<file path="src/rtl/sudoku_hex2bin_stream.sv">
// Streams N*N cell digits in row-major order and assembles them into a one-hot
// board. Illegal digits raise a sticky error and are stored as empty cells.
module sudoku_hex2bin_stream #(
    parameter int unsigned N         = 9,
    parameter int unsigned DW        = 4,
    parameter int unsigned EMPTY_ALL = 0
) (
    input  logic                       clk,
    input  logic                       reset,
    input  logic                       in_valid,
    input  logic [DW-1:0]              in_digit,
    output logic                       in_ready,
    input  logic                       abort,
    input  logic                       out_ack,
    output logic [N*N*N-1:0]           board,
    output logic                       board_valid,
    output logic                       err,
    output logic [$clog2(N*N)-1:0]     cell_idx
);

    localparam int unsigned CELLS = N * N;
    localparam int unsigned IW    = $clog2(CELLS);
    localparam int unsigned LAST  = CELLS - 1;

    typedef enum logic {
        S_LOAD = 1'b0,
        S_DONE = 1'b1
    } state_t;

    state_t         state;
    state_t         state_next;
    logic           accept_c;
    logic           last_c;
    logic           illegal_c;
    logic [N-1:0]   mask_c;

    // Digit decode: one-hot for 1..N, empty coding for 0 and illegal values
    always_comb begin
        accept_c  = in_valid && in_ready && !abort;
        last_c    = (cell_idx == IW'(LAST));
        illegal_c = (in_digit > DW'(N));
        mask_c    = '0;
        if (EMPTY_ALL != 0) begin
            mask_c = '1;
        end
        if ((in_digit != '0) && !illegal_c) begin
            mask_c = N'(1) << (in_digit - DW'(1));
        end
    end

    always_ff @(posedge clk or posedge reset) begin
        if (reset) begin
            state <= S_LOAD;
        end else begin
            state <= state_next;
        end
    end

    // Abort overrides everything, including an out_ack in the same cycle
    always_comb begin
        state_next = state;
        if (abort) begin
            state_next = S_LOAD;
        end else if (state == S_LOAD) begin
            if (accept_c && last_c) begin
                state_next = S_DONE;
            end
        end else if (out_ack) begin
            state_next = S_LOAD;
        end
    end

    always_comb begin
        in_ready    = (state == S_LOAD);
        board_valid = (state == S_DONE);
    end

    // Write pointer and sticky error
    always_ff @(posedge clk or posedge reset) begin
        if (reset) begin
            cell_idx <= '0;
            err      <= 1'b0;
        end else if (abort) begin
            cell_idx <= '0;
            err      <= 1'b0;
        end else if (accept_c) begin
            cell_idx <= last_c ? '0 : cell_idx + IW'(1);
            if (illegal_c) begin
                err <= 1'b1;
            end
        end else if ((state == S_DONE) && out_ack) begin
            err <= 1'b0;
        end
    end

    // Unwritten cells keep their previous contents
    always_ff @(posedge clk or posedge reset) begin
        if (reset) begin
            board <= '0;
        end else if (accept_c) begin
            for (int i = 0; i < CELLS; i++) begin
                if (cell_idx == IW'(i)) begin
                    board[i*N +: N] <= mask_c;
                end
            end
        end
    end

endmodule

</file>
<file path="config.mk">
export PLATFORM = sky130hd
export DESIGN_NAME = sudoku_hex2bin_stream
export DESIGN_NICKNAME = d
export VERILOG_FILES = /design/src/rtl/sudoku_hex2bin_stream.sv
export SDC_FILE = /design/constraint.sdc
export NUM_CORES = 1
export LEC_CHECK = 0
export CAP_MARGIN = 10
export CORE_AREA = 3 3 292 294
export DETAILED_ROUTE_END_ITERATION = 8
export DIE_AREA = 0 0 295 297
export GPL_TIMING_DRIVEN = 0
export PLACE_DENSITY = 0.64
export SLEW_MARGIN = 20
export SYNTH_ARGS = -nofsm -noshare
export SYNTH_HDL_FRONTEND = slang
export SYNTH_SLANG_ARGS = --single-unit
</file>
<file path="constraint.sdc">
create_clock -name clk -period 35.6 [get_ports clk]
set_input_delay 8.9 -clock clk [delete_from_list [all_inputs] [get_ports clk]]
set_output_delay 8.9 -clock clk [all_outputs]
set_load 0.1 [all_outputs]
</file>
==> metrics.txt, run 1 <==
global placement routability congestion approximately 0.8; H-Tree Depth 3; TritonRoute pass-1 iters 4; DRC Markers 0; post-synthesis register bit count 738; switching power about 0.00042 W; DR iter-0 viols 768; Clock transition at path regs around 0.06 ns; Post-synth EDFFs 0; worst-margin pin slew about 1.2 ns; GRT Util Overall 0.2261; final net count 2611; most instantiated cells after synthesis 738 x dfrtp_1, 725 x mux2_2, 85 x clkbuf_1, 52 x nand3_1, 24 x buf_2; RSZ-0062 raised after global routing false; CTS buffer count 83; VDD IR-drop max 0.00003023 V; slowest stage delay, CP ~0.73 ns; setup TNS 0 ns; Place WS between 20 and 25 ns; PwrDens roughly 45 nW/um^2; leakage power figure a little under 20 nW; final setup margin approximately 24 ns; post-synth top area cell dfrtp_1; die width 295 um; DR vias 18450; Power Total 0.001831 W; max-cap viol count 0; CTS tree yes; I/O Pins 748; Max Transition Viols Final 0; initial antenna violation count 3; combinational power share 0.042; Worst Hold Class flip-flop to flip-flop; Area contributors post-synth dfrtp_1 65%, mux2_2 29%, nor3_4 1.1%; status complete, no violations; post-CTS sizing 0; Setup Skew between 0.02 and 0.025 ns; hold_buf cts 0; vias in the first global route around 20000; Sequential Power Share 0.461; Fmax about 0.086 GHz; WL per Instance 26.67 um; syn avg cell area between 15 and 20 um^2; CP Max Fanout 10; Slowest-stage cell, CP clkbuf_1; first-pass GRT wire length approximately 140000 um; GRT overflow 0; Port Buffer Count ~750; count of final setup violators 0; startpoint types primary input; # rows approximately 110; synthesized area roughly 28000 um^2; die area between 80000 and 90000 um^2; CP cell instances clkdlybuf4s50_1 -> nor2_1 -> ha_1 -> nand3_1 -> nor3_2 -> buf_4 -> clkbuf_1 -> mux2_2; Syn. warnings 0; number of fill cells between 7000 and 8000; max_slew headroom 0.2062; Layout Utilization 0.4873; Die H 297 um; Antenna Nets Post-Route 0; Crit path arrival time 12.17 ns; Area growth syn-to-layout 42.21%; largest net degree at the start of global routing 110; Synthesized Nets ~1800; DRT Wirelength about 100000 um; critical path type primary input to flip-flop; post-synthesis cell count between 1500 and 2000; clock network fraction of total power 0.497; ys async rst share 1.000; Tmin final between 10 and 15 ns; CP required approximately 36 ns; most common cell in the netlist dfrtp_1; Main synth FF type dfrtp_1; P_int approximately 0.0014 W; sequential fraction of the synthesis area 0.6481; Fin. Hold Viols 0; HPWL after DPL 73310 um; Worst setup EP type flip-flop; Max Root-Sink Buffers 3; worst skew pair latency 0.63 ns; switch share 0.2320; setup bufs post-CTS 0; core area roughly 83000 um^2; Via density between 4 and 5; Unique masters post-synth 41; Sink Count 738; final period utilization 0.3262; Starting Density 0.3427; share of post-route cells with drive strength above 1 0.3618; area fraction of the dominant cell type after synthesis 0.6481; CTS root buf clkbuf_16
cells in the final DEF, fill, tap and decap left out, types with 3 or more instances in the layout:
| cell type | Yosys | layout |
|---|---|---|
| clkdlybuf4s50_1 | 0 | 742 |
| dfrtp_1 | 738 | 738 |
| mux2_2 | 725 | 725 |
| clkbuf_1 | 85 | 93 |
| clkbuf_16 | 0 | 84 |
| nand3_1 | 52 | 52 |
| buf_2 | 24 | 29 |
| nor3_4 | 20 | 20 |
| clkinv_2 | 0 | 19 |
| bufinv_16 | 0 | 12 |
| clkbuf_8 | 0 | 12 |
| nand3_2 | 10 | 10 |
| nand2b_1 | 9 | 9 |
| buf_4 | 3 | 9 |
| buf_16 | 0 | 7 |
| a21oi_1 | 6 | 6 |
| ha_1 | 6 | 6 |
| nor3_2 | 1 | 5 |
| nor2b_1 | 5 | 5 |
| nand2_1 | 5 | 5 |
| mux2_1 | 4 | 4 |
| inv_1 | 5 | 4 |
| o21ai_0 | 4 | 4 |
| inv_6 | 0 | 4 |
| diode_2 | 0 | 3 |
| and4bb_2 | 3 | 3 |
| o31ai_1 | 3 | 3 |
| or4_1 | 3 | 3 |
| nor2_4 | 0 | 3 |
| nor2_1 | 6 | 3 |
| nor3b_2 | 3 | 3 |
| or3_1 | 3 | 3 |
cells by family after synthesis:
family | share of synthesized area
compound gates | 0.003644
simple gates | 0.04000
buf+inv | 0.01726
mux | 0.2884
fa+ha+maj | 0.002634
flops | 0.6481
per-layer routing:
layer | vias to the layer above | global-route usage | share of wire | routed length (um)
li1 | 7952 | - | - | -
met1 | 9674 | 0.2668 | 0.39 | 38590
met2 | 638 | 0.3779 | 0.49 | 48610
met5 | - | 0 | 0 | 0
met4 | 0 | 0.1048 | 0.050 | 4963
met3 | 187 | 0.06831 | 0.077 | 7653
through the flow:
stage               cell area (um^2)  std cells  hold WS (ns)
floorplan                      28500       1751         1.015
global placement               37330       3578        0.4723
detailed placement             37600       3591        0.4790
CTS                            40520       3739        0.4964
global route                   40520       3740        0.5112
finish                         40530       3742        0.4945
final cells by class:
cell class / count / area (um^2) / share of cell area
clock buffer: 106 / 2305 / 0.05687
sequential: 738 / 18470 / 0.4557
clock inverter: 42 / 623.1 / 0.01538
timing repair buffer: 760 / 7690 / 0.1897
inverter: 5 / 26.28 / 0.0006483
antenna: 3 / 7.507 / 0.0001852
buffer: 113 / 475.5 / 0.01173
tap: 1080 / 1351 / 0.03334
multi-input combinational: 895 / 9580 / 0.2364
power groups by stage:
stage          clock, W  combinational, W  sequential, W
2_1_floorplan         0         0.0000263       0.000883
3_3_place_gp          0         0.0000741       0.000861
3_5_place_dp          0         0.0000788       0.000859
4_1_cts        0.000930         0.0000790       0.000844
5_1_grt        0.000968         0.0000827       0.000844
6_report       0.000910         0.0000770       0.000844
registers in the layout, summed over array words and instances (netlist names):
| register | count |
|---|---|
| err | 1 |
| cell_idx | 7 |
| board | 729 |
| board_valid | 1 |
path summary, 6_finish.rpt:
kind / endpoint / cells past startpoint / slack, ns / from
setup / recovery: board[629] / 8 / 23.99 / in_digit[1]
hold / removal: board[425] / 1 / 0.49 / board[425]
setup reg to reg: board[147] / 7 / 32.32 / cell_idx[0]
hold reg to reg: board[425] / 1 / 0.49 / board[425]
max in group asynchronous: board[100] / 5 / 25.02 / reset
min in group asynchronous: board[597] / 2 / 8.66 / reset
critical path, delay by kind of cell:
kind | cells | cell delay [ns]
AND/OR/NAND/NOR | 3 | 0.84
buffers and inverters | 3 | 1.69
multiplexers | 1 | 0.31
adder cells (fa/ha/maj) | 1 | 0.42
(Power assumes the default switching activity.)
==> inputs of run 2 (changes only) <==
Clock period 35.6 ns to 11.7 ns, I/O delays scaled along.
==> run 2 against run 1 <==
Compared with the run above: die area is the same; sequential power rose to 3.0 times the previous value; routed wire length is 0.47% lower; first-iteration DRC count down 19%; global-route usage decreased by 0.22 points; non-clock buffer count grew 19; via count is 0.70% higher; setup slack lost 18 ns.
==> metrics.txt, run 2 (synthesis results as in run 1) <==
post-CTS sizing 0 (unchanged); Worst setup EP type primary output; setup bufs post-CTS 0 (unchanged); status complete, no violations; most common cell after layout, fill and taps aside clkdlybuf4s50_1; Fin. Hold Viols 0 (unchanged); max reg flops 729 (unchanged); Sink Count 738 (unchanged); DR iter-0 viols 623 (-19%); first-pass GRT wire length 144000 um (-0.16%); setup TNS 0 ns (unchanged); leakage power figure 19.50 nW (+0.36%); worst-margin pin slew 1.144 ns (-0.04287 ns); DRT Wirelength 99350 um (-0.47%); most frequent cells in the layout 743 x clkdlybuf4s50_1, 738 x dfrtp_1, 725 x mux2_2; hold_buf cts 0 (unchanged); worst hold path startpoint board[424]; Worst Hold Class flip-flop to flip-flop; RSZ-0062 raised after global routing false; Crit path arrival time 2.51 ns (-9.66 ns); vias in the first global route 19890 (+0.65%); Clock transition at path regs 0.06 ns (about the same); startpoint types flip-flop; worst skew pair latency 0.62 ns (about the same); # rows 106 (unchanged); Port Buffer Count 747 (unchanged); Die H 297 um (unchanged); Place WS 5.622 ns (-17.71 ns); GRT Util Overall 0.2239 (-0.002224); die area 87620 um^2 (unchanged); largest net degree at the start of global routing 37 (-66%); CP required 8.78 ns (-27.38 ns); r2r startpoint cell_idx[1]; final period utilization 0.4642; HPWL after DPL 74260 um (+1.3%); Setup Skew 0.01950 ns (-0.001191 ns); Worst Reg-to-Reg Cells 7 (unchanged); DR vias 18580 (+0.70%); DRC Markers 0 (unchanged); Max Root-Sink Buffers 3 (unchanged); Tmin final 5.431 ns; Layout Utilization 0.4894 (+0.002031); CTS buffer count 81 (-2.4%); CTS tree yes; initial antenna violation count 5 (+2); final setup margin 6.269 ns (-17.72 ns); WHS Endpoint board[424]; critical path type flip-flop to primary output; Starting Density 0.3427 (unchanged); global placement routability congestion 0.7721 (-2.1%); Hold Slack 0.4957 ns (+0.001172 ns); TritonRoute pass-1 iters 4 (unchanged); H-Tree Depth 3 (unchanged); Power Total 0.005439 W (+200%); Regs by FF count board: 729 flops, cell_idx: 7 flops; I/O Pins 748 (unchanged); max-cap viol count 0 (unchanged); count of final setup violators 0 (unchanged); Via density 4.948 (+0.35%); share of post-route cells with drive strength above 1 0.3634 (+0.001574); VDD IR-drop max 0.0001359 V (+350%); number of fill cells 7012 (-1.4%); CP Max Fanout 10 (unchanged); core area 83160 um^2 (unchanged); WL per Instance 26.46 um (-0.81%); Antenna diodes 0 (-3); Max Transition Viols Final 0 (unchanged); Antenna Nets Post-Route 0 (unchanged); Most flops, register board; GRT overflow 0 (unchanged); final net count 2628 (+0.65%); hold path depth 1 (unchanged); R2R setup slack 8.45 ns (-23.87 ns); Fmax 0.1841 GHz; Area growth syn-to-layout 42.80%; max_slew headroom 0.2348 (+0.02867); die width 295 um (unchanged); R2R Path End board[160]; CTS root buf clkbuf_16; PwrDens 133.6 nW/um^2 (+200%)
==> run 2: how the worst max path moves through the flow <==
| stage | from | endpoint | slack, ns |
|---|---|---|---|
| 2_1_floorplan | reset | board[0] | -1.34 |
| 3_3_place_gp | reset | board[6] | -5.33 |
| 3_5_place_dp | in_valid | board[53] | 5.62 |
| 4_1_cts | board_valid | in_ready | 6.17 |
| 5_1_grt | board_valid | in_ready | 6.10 |
| 6_report | board_valid | in_ready | 6.27 |
==> run 2: per-layer routing <==
layer	global-route usage	wire (um)
met5	0	13
met2	0.3812	49390
met3	0.05674	6337
met4	0.09898	4783
met1	0.2671	38820
==> run 2: layout make-up <==
cell class / count / area [um^2] / share of cell area
buffer: 113 / 475.5 / 0.01168
clock buffer: 115 / 2367 / 0.05817
clock inverter: 30 / 384.1 / 0.009439
inverter: 5 / 22.52 / 0.0005534
multi-input combinational: 895 / 9575 / 0.2353
sequential: 738 / 18470 / 0.4538
tap: 1080 / 1351 / 0.03321
timing repair buffer: 779 / 8051 / 0.1978
==> run 2: report_power, final <==
group	leakage [nW]	switching, W	internal, W
Sequential	10.3	0.00000563	0.00256
Clock	1.36	0.00105	0.00157
Combinational	7.83	0.000193	0.0000545
Total	19.5	0.00125	0.00419
==> run 2: worst max-delay path, stage by stage (launching register included) <==
cell and delay (ns):
dfrtp_1 0.38, buf_2 0.18, inv_1 0.14, clkdlybuf4s50_1 1.20
==> run 2: metrics by stage <==
step                std cells  instance area, um^2
floorplan                1751                28500
global placement         3578                37330
detailed placement       3610                37950
CTS                      3755                40710
global route             3755                40700
finish                   3755                40700
